File: config.mk
export PLATFORM = sky130hd
export DESIGN_NAME = inst_fetch_queue_flat
export DESIGN_NICKNAME = d
export VERILOG_FILES = /design/src/rtl/inst_fetch_queue_pkg.sv /design/src/rtl/inst_fetch_queue_if.sv /design/src/rtl/ifq_storage_2w2r.sv /design/src/rtl/inst_fetch_queue.sv /design/src/flat_wrapper.sv
export SDC_FILE = /design/constraint.sdc
export NUM_CORES = 1
export LEC_CHECK = 0
export CELL_PAD_IN_SITES_DETAIL_PLACEMENT = 1
export CELL_PAD_IN_SITES_GLOBAL_PLACEMENT = 1
export CORE_MARGIN = 3
export CORE_UTILIZATION = 55
export CTS_CLUSTER_SIZE = 40
export DETAILED_ROUTE_END_ITERATION = 7
export HOLD_SLACK_MARGIN = 0.02
export PLACE_DENSITY_LB_ADDON = 0.1
export SYNTH_ARGS = -nofsm -noshare
export SYNTH_HDL_FRONTEND = slang
export SYNTH_HIERARCHICAL = 1
export SYNTH_SLANG_ARGS = --single-unit
File: constraint.sdc
create_clock -name clk -period 13.78 [get_ports clk]
set_input_delay 4.134 -clock clk [delete_from_list [all_inputs] [get_ports clk]]
set_output_delay 4.134 -clock clk [all_outputs]
set_load 0.02 [all_outputs]
File: src/rtl/inst_fetch_queue_pkg.sv
// Shared processor constants and types.
// Queue, ROB and reservation-station sizing live side by side here.
package inst_fetch_queue_pkg;

  localparam int ROB_DEPTH      = 16;
  localparam int RS_ARITH_DEPTH = 4;

  localparam int INSTR_W     = 32;
  localparam int PC_W        = 10;

  localparam int IFQ_DEPTH   = 8;
  localparam int IFQ_PTR_W   = $clog2(IFQ_DEPTH);
  localparam int IFQ_CNT_W   = IFQ_PTR_W + 1;
  localparam int IFQ_ENTRY_W = INSTR_W + PC_W;

  typedef struct packed {
    logic [INSTR_W-1:0] instr;
    logic [PC_W-1:0]    pc;
  } ifq_entry_t;

  function automatic logic [PC_W-1:0] pc_next(
    input logic [PC_W-1:0] pc
  );
    return pc + PC_W'(1);
  endfunction

endpackage

File: src/rtl/inst_fetch_queue_if.sv
// Fetch-side and dispatch-side bundle of the instruction queue.
// master drives fetch and stall/flush, slave is the queue.
interface inst_fetch_queue_if
  import inst_fetch_queue_pkg::*;
#(
  parameter int CNT_W = IFQ_CNT_W
) ();

  logic               flush;
  logic               fetch_valid;
  logic [INSTR_W-1:0] fetch_instr1;
  logic [INSTR_W-1:0] fetch_instr2;
  logic [PC_W-1:0]    fetch_pc;
  logic               fetch_ready;
  logic               disp_stall;
  logic               disp_valid1;
  logic               disp_valid2;
  logic [INSTR_W-1:0] disp_instr1;
  logic [INSTR_W-1:0] disp_instr2;
  logic [PC_W-1:0]    disp_pc1;
  logic [PC_W-1:0]    disp_pc2;
  logic [CNT_W-1:0]   count;
  logic               overflow_err;

  modport master (
    output flush,
    output fetch_valid,
    output fetch_instr1,
    output fetch_instr2,
    output fetch_pc,
    output disp_stall,
    input  fetch_ready,
    input  disp_valid1,
    input  disp_valid2,
    input  disp_instr1,
    input  disp_instr2,
    input  disp_pc1,
    input  disp_pc2,
    input  count,
    input  overflow_err
  );

  modport slave (
    input  flush,
    input  fetch_valid,
    input  fetch_instr1,
    input  fetch_instr2,
    input  fetch_pc,
    input  disp_stall,
    output fetch_ready,
    output disp_valid1,
    output disp_valid2,
    output disp_instr1,
    output disp_instr2,
    output disp_pc1,
    output disp_pc2,
    output count,
    output overflow_err
  );

endinterface

File: src/rtl/ifq_storage_2w2r.sv
// Entry array for the fetch queue: two writes, two async reads.
// Contents are never reset; validity is tracked by the owner.
module ifq_storage_2w2r
  import inst_fetch_queue_pkg::*;
#(
  parameter int DEPTH = IFQ_DEPTH,
  parameter int AW    = $clog2(DEPTH)
) (
  input  logic          clk,
  input  logic          we0,
  input  logic [AW-1:0] waddr0,
  input  ifq_entry_t    wdata0,
  input  logic          we1,
  input  logic [AW-1:0] waddr1,
  input  ifq_entry_t    wdata1,
  input  logic [AW-1:0] raddr0,
  output ifq_entry_t    rdata0,
  input  logic [AW-1:0] raddr1,
  output ifq_entry_t    rdata1
);

  ifq_entry_t mem [DEPTH];

  // Write both halves of a fetched pair in the same cycle.
  always_ff @(posedge clk) begin
    if (we0) mem[waddr0] <= wdata0;
    if (we1) mem[waddr1] <= wdata1;
  end

  assign rdata0 = mem[raddr0];
  assign rdata1 = mem[raddr1];

endmodule

File: src/rtl/inst_fetch_queue.sv
// Two-wide instruction queue between fetch and dispatch.
// Show-ahead head pair, pair push, 0/1/2 pop per cycle.
module inst_fetch_queue
  import inst_fetch_queue_pkg::*;
#(
  parameter int DEPTH = IFQ_DEPTH
) (
  input  logic               clk,
  input  logic               rst,
  inst_fetch_queue_if.slave  bus
);

  localparam int PW = $clog2(DEPTH);
  localparam int CW = PW + 1;

  logic [PW-1:0] head_q;
  logic [PW-1:0] tail_q;
  logic [CW-1:0] count_q;
  logic          ovf_q;

  logic          ready;
  logic          push;
  logic          drop;
  logic [1:0]    pop_n;
  logic [PW-1:0] head_p1;
  logic [PW-1:0] tail_p1;

  ifq_entry_t    wr0;
  ifq_entry_t    wr1;
  ifq_entry_t    rd0;
  ifq_entry_t    rd1;

  assign ready   = count_q <= CW'(DEPTH - 2);
  assign push    = bus.fetch_valid & ready & ~bus.flush;
  assign drop    = bus.fetch_valid & ~ready & ~bus.flush;
  assign head_p1 = head_q + PW'(1);
  assign tail_p1 = tail_q + PW'(1);

  assign wr0.instr = bus.fetch_instr1;
  assign wr0.pc    = bus.fetch_pc;
  assign wr1.instr = bus.fetch_instr2;
  assign wr1.pc    = pc_next(bus.fetch_pc);

  ifq_storage_2w2r #(
    .DEPTH (DEPTH)
  ) u_store (
    .clk    (clk),
    .we0    (push),
    .waddr0 (tail_q),
    .wdata0 (wr0),
    .we1    (push),
    .waddr1 (tail_p1),
    .wdata1 (wr1),
    .raddr0 (head_q),
    .rdata0 (rd0),
    .raddr1 (head_p1),
    .rdata1 (rd1)
  );

  // Dispatch takes up to two entries unless stalled.
  always_comb begin
    pop_n = 2'd0;
    if (!bus.disp_stall) begin
      if (count_q >= CW'(2)) pop_n = 2'd2;
      else                   pop_n = count_q[1:0];
    end
  end

  // Pointers, occupancy and sticky overflow flag.
  always_ff @(posedge clk or negedge rst) begin
    if (!rst) begin
      head_q  <= '0;
      tail_q  <= '0;
      count_q <= '0;
      ovf_q   <= 1'b0;
    end else if (bus.flush) begin
      head_q  <= '0;
      tail_q  <= '0;
      count_q <= '0;
    end else begin
      if (push) tail_q <= tail_q + PW'(2);
      head_q  <= head_q + PW'(pop_n);
      count_q <= count_q
               + (push ? CW'(2) : CW'(0))
               - CW'(pop_n);
      if (drop) ovf_q <= 1'b1;
    end
  end

  // Zero the dispatch slots that do not hold a live entry.
  always_comb begin
    bus.disp_valid1 = 1'b0;
    bus.disp_instr1 = '0;
    bus.disp_pc1    = '0;
    bus.disp_valid2 = 1'b0;
    bus.disp_instr2 = '0;
    bus.disp_pc2    = '0;
    if (count_q != '0) begin
      bus.disp_valid1 = 1'b1;
      bus.disp_instr1 = rd0.instr;
      bus.disp_pc1    = rd0.pc;
    end
    if (count_q >= CW'(2)) begin
      bus.disp_valid2 = 1'b1;
      bus.disp_instr2 = rd1.instr;
      bus.disp_pc2    = rd1.pc;
    end
  end

  assign bus.fetch_ready  = ready;
  assign bus.count        = count_q;
  assign bus.overflow_err = ovf_q;

endmodule

File: src/flat_wrapper.sv
// flat-port wrapper written by rule: the top's interface ports become plain ports
module inst_fetch_queue_flat import inst_fetch_queue_pkg::*;
#(
  parameter int DEPTH = IFQ_DEPTH
)
  (clk, rst, bus_flush, bus_fetch_valid, bus_fetch_instr1, bus_fetch_instr2, bus_fetch_pc, bus_disp_stall, bus_fetch_ready, bus_disp_valid1, bus_disp_valid2, bus_disp_instr1, bus_disp_instr2, bus_disp_pc1, bus_disp_pc2, bus_count, bus_overflow_err);
  inst_fetch_queue_if bus_i ();
  input  logic clk;
  input  logic rst;
  input wire logic [$bits(bus_i.flush)-1:0] bus_flush;
  input wire logic [$bits(bus_i.fetch_valid)-1:0] bus_fetch_valid;
  input wire logic [$bits(bus_i.fetch_instr1)-1:0] bus_fetch_instr1;
  input wire logic [$bits(bus_i.fetch_instr2)-1:0] bus_fetch_instr2;
  input wire logic [$bits(bus_i.fetch_pc)-1:0] bus_fetch_pc;
  input wire logic [$bits(bus_i.disp_stall)-1:0] bus_disp_stall;
  output wire logic [$bits(bus_i.fetch_ready)-1:0] bus_fetch_ready;
  output wire logic [$bits(bus_i.disp_valid1)-1:0] bus_disp_valid1;
  output wire logic [$bits(bus_i.disp_valid2)-1:0] bus_disp_valid2;
  output wire logic [$bits(bus_i.disp_instr1)-1:0] bus_disp_instr1;
  output wire logic [$bits(bus_i.disp_instr2)-1:0] bus_disp_instr2;
  output wire logic [$bits(bus_i.disp_pc1)-1:0] bus_disp_pc1;
  output wire logic [$bits(bus_i.disp_pc2)-1:0] bus_disp_pc2;
  output wire logic [$bits(bus_i.count)-1:0] bus_count;
  output wire logic [$bits(bus_i.overflow_err)-1:0] bus_overflow_err;
  assign bus_i.flush = bus_flush;
  assign bus_i.fetch_valid = bus_fetch_valid;
  assign bus_i.fetch_instr1 = bus_fetch_instr1;
  assign bus_i.fetch_instr2 = bus_fetch_instr2;
  assign bus_i.fetch_pc = bus_fetch_pc;
  assign bus_i.disp_stall = bus_disp_stall;
  assign bus_fetch_ready = bus_i.fetch_ready;
  assign bus_disp_valid1 = bus_i.disp_valid1;
  assign bus_disp_valid2 = bus_i.disp_valid2;
  assign bus_disp_instr1 = bus_i.disp_instr1;
  assign bus_disp_instr2 = bus_i.disp_instr2;
  assign bus_disp_pc1 = bus_i.disp_pc1;
  assign bus_disp_pc2 = bus_i.disp_pc2;
  assign bus_count = bus_i.count;
  assign bus_overflow_err = bus_i.overflow_err;
  inst_fetch_queue #(.DEPTH(DEPTH)) u_core (.clk(clk), .rst(rst), .bus(bus_i));
endmodule
==> impl.org <==
** Run status
- Outcome :: complete, but fails checks
- The final reports fail on slew limit.

** Setup path
- Startpoint of the worst setup timing path :: u_core/head_q[0]$_DFF_PN0_
- Of all nets on the critical path, the largest fanout is 58.
- Reg-to-reg endpoint :: u_core/u_store/mem[7][24]$_DFFE_PP_
- The worst register-to-register path has a setup slack of between 10 and 15 ns.
- Following the worst setup path forward leads to its endpoint at bus_disp_pc2[0].
- The worst register-to-register path has a depth of 8.
- Worst EP required :: 9.65 ns
- The worst setup path is of the flop to output pin kind.
- In this run the critical register-to-register path is launched from u_core/bus.count[2]$_DFF_PN0_.
- The worst setup path is captured at an output pin.
- STA classifies the critical path startpoint as a flop.
- Arrival time reported for the critical path endpoint :: around 5.3 ns

** Global routing
- The first global-routing pass estimated 89800 um of wire.
- Entering global routing, the biggest net connects 62 pins.
- Total routing resource utilization after global routing :: 29.5%
- The initial antenna violation count came to 5.
- For this run the aggregate overflow at the end of global routing stands at 0.
- Number of global-route vias before repair :: between 10k and 15k

** Synthesis
- Averaged over all synthesized cells, the footprint is 17.4 sq um.
- Yosys reg bits :: 346
- The synthesized design spends more area on one cell type than any other, namely edfxtp_1.
- Gate count of the mapped netlist :: between 1k and 1.5k
- For this run, the register share of the synthesized area comes to 49.2%.
- Leading post-synthesis cells by cell area :: edfxtp_1 48%, mux2_2 22%, mux4_1 10%
- Area share of the largest cell type after synthesis :: 48.0%
- Count of different cell masters after synthesis :: 42
- Total number of yosys warnings :: 6
- The synthesized netlist occupies a cell area of roughly 21000 sq um.

** CTS
- Clk_lat worst skew :: 0.54 ns
- Buffers inserted during clock tree synthesis total 40.
- TritonCTS built the clock tree.
- Clock root buffer master :: clkbuf_16
- In this run, post-CTS hold repair placed 0 buffers.
- Counting every sink on the clock net gives 346.
- Once the clock tree was built, the setup fixing pass inserted 0 buffers.
- The H-tree generated during clock tree synthesis spans 2 levels.
- Clk pin slew, worst setup/hold paths :: 0.06 ns
- Post-CTS repair changed the size of 0 cells.
- Number of buffers on the longest clock path :: 3

** STA
- Worst slew slack as a fraction of its limit :: -761%
- Of the available clock period, the critical path in the final layout requires 68.3%.
- Unrepaired setup endpoints after global routing :: no
- Slew at the pin closest to its max-slew limit :: 12.74 ns
- The final-report hold violation count was 0.
- Post-layout min period :: around 9.4 ns
- After routing, the total negative slack on setup checks comes to 0 ns.
- The clock arrives with 0.0102 ns of skew.
- The number of max-slew violations in the final report came to 176.
- For this run, the top clock speed supported by timing is 106 MHz.
- # setup viols final :: 0
- The worst path meets setup with 4.37 ns of slack.

** Floorplanning
- Vertical extent of the die :: 201 um
- I/O Pins :: 171
- Starting density of the core :: 56.6%
- Core footprint :: 37100 sq um
- Standard-cell rows :: 70
- Full die area :: 40600 sq um
- Measured along the x axis, the die boundary spans 201 um.

** Cells and area
- Layout net count :: 1437
- The finished layout holds 1883 standard cells, fillers aside.
- Layout cell share with drive strength beyond 1 :: 43.4%
- From synthesis to final layout, the design area changed by 15.2%.
- Number of inserted filler cells in the final layout :: 3241

** Routing
- Routed via count :: about 13k
- The detail route stage leaves a number of antenna-violating nets equal to 0.
- Total Routed Length :: 60000 um
- DRC viols :: 0
- Dividing the detail-routed via count by the number of cells gives 6.69.
- In the final routed layout, each cell accounts on average for 31.9 um.
- Drt pass-1 iters :: 5
- The first routing iteration left 1144 violations.

** Place
- Cell total after placement :: 1810
- Final GP Congestion :: roughly 0.73
- Before CTS, the worst setup slack after placement is between 4 and 5 ns.
- Detailed-placement wirelength estimate :: 32300 um
- Port bufs :: 170

** Worst hold path
- Cell depth of the worst min-delay path :: 2
- Hold WC Path Type :: flop to flop

** Flow run
- Maximum capacitance violations :: 0

** Power
- In this run the power density over the cells is about 140 nW/um^2.
- Summed over all cells, the static leakage comes to 7.93 nW.
- Worst vdd rail ir drop :: 99.7 uV
[sequential cells by signal, summed over array words and instances, names as in the netlist]
name	cells
u_core/bus.count	4
u_core/bus.overflow_err	1
u_core/head_q	3
u_core/tail_q	2
u_core/u_store/mem	336
[cells in the final DEF (no fill, tap or decap), types with 3 or more instances in the layout]
cell type and n:
nand4_1 3, clkbuf_16 41, clkbuf_1 8, xor2_1 3, inv_1 12, mux4_2 70
clkinv_1 9, ha_1 7, nor2b_1 44, and3_1 3, o31ai_1 3, edfxtp_1 336
nand4b_1 3, nand2_1 4, nand3_1 3, and2_1 42, dfrtp_1 7, nand2b_1 4
clkbuf_8 4, mux2_1 3, clkinv_2 7, o21ai_4 4, conb_1 5, mux4_4 16
xnor2_1 7, mux2_2 417, nor2_1 7, mux4_1 82, buf_4 22, clkdlybuf4s50_1 170
a21oi_1 4
[worst min path at each step]
stage / from / end
after detailed placement: u_core/bus.overflow_err$_DFFE_PN0P_ / u_core/bus.overflow_err$_DFFE_PN0P_
final: u_core/bus.overflow_err$_DFFE_PN0P_ / u_core/bus.overflow_err$_DFFE_PN0P_
after CTS: u_core/bus.overflow_err$_DFFE_PN0P_ / u_core/bus.overflow_err$_DFFE_PN0P_
after floorplan: u_core/head_q[2]$_DFF_PN0_ / u_core/head_q[2]$_DFF_PN0_
after global placement: u_core/bus.overflow_err$_DFFE_PN0P_ / u_core/bus.overflow_err$_DFFE_PN0P_
after global routing: u_core/bus.overflow_err$_DFFE_PN0P_ / u_core/bus.overflow_err$_DFFE_PN0P_
[where the power goes]
group	internal (W)	switching, W
combinational	0.000567	0.000648
clock	0.000565	0.000420
sequential	0.00122	0.0000341
[through the flow]
step           instance area, sq um  hold slack (ns)  util, %  total power, W
2_1_floorplan                 21000            0.566        -         0.00195
3_3_place_gp                  23000            0.448     62.0         0.00245
3_5_place_dp                  23000            0.455     62.0         0.00248
4_1_cts                       24200            0.469     65.2         0.00347
5_1_grt                       24200            0.508     65.2         0.00358
6_report                      24200            0.468     65.2         0.00345
[metal layers]
metal | global-route usage, % | share of wire [%] | wire length, um | vias up
li1 | - | - | - | 5278
met1 | 39.1 | 40 | 24300 | 6687
met2 | 51.4 | 50 | 30300 | 516
met3 | 4.22 | 6.5 | 3880 | 108
met4 | 7.97 | 2.5 | 1520 | 6
met5 | 0 | 0.075 | 45 | -
[layout make-up]
type | instances | area [sq um] | share of cell area [%]
flip-flops and latches | 346 | 10300 | 42.7
multi-input cells | 755 | 10100 | 41.8
repair buffers | 192 | 1870 | 7.71
clock buffers | 53 | 1110 | 4.59
well taps | 504 | 631 | 2.60
clock inverters | 18 | 85.1 | 0.351
inverters | 13 | 51.3 | 0.212
diodes | 2 | 5.00 | 0.0207
[kinds of logic after synthesis]
family	count (synthesis)	synth area share [%]
adders and majority gates	10	0.667
AOI/OAI and AO/OA	16	0.488
DFF	346	49.2
buffers and inverters	109	3.25
muxes	588	42.2
other	2	0.0357
and+or+nand+nor	125	3.76
xor gates and xnor gates	11	0.458
[worst max-delay path, cell delays in order (launching register included)]
cell and delay (ns):
dfrtp_4 0.50, buf_4 0.53, ha_2 0.36, xor2_4 0.85, buf_4 0.86, mux4_4 0.57, mux2_2 0.28, and2_1 0.18
clkdlybuf4s50_1 0.55
[Yosys cell counts, drive strengths merged]
master	number
conb	2
xor2	4
o31ai	3
inv	13
dfrtp	10
o21bai	2
o21ai	4
a21boi	1
mux2	420
ha	8
fa	2
nor4	1
nand2	4
nand3	3
nor2	8
nor4bb	3
dlymetal6s2s	4
nand4b	3
buf	74
nor2b	44
a21oi	4
nand2b	5
edfxtp	336
and4	1
and2	42
and3	3
or4	2
nor3	2
nand4	3
nor4b	1
mux4	168
clkbuf	14
a31o	2
dlygate4sd1	4
xnor2	7
Power figures use the tool's default switching activity.
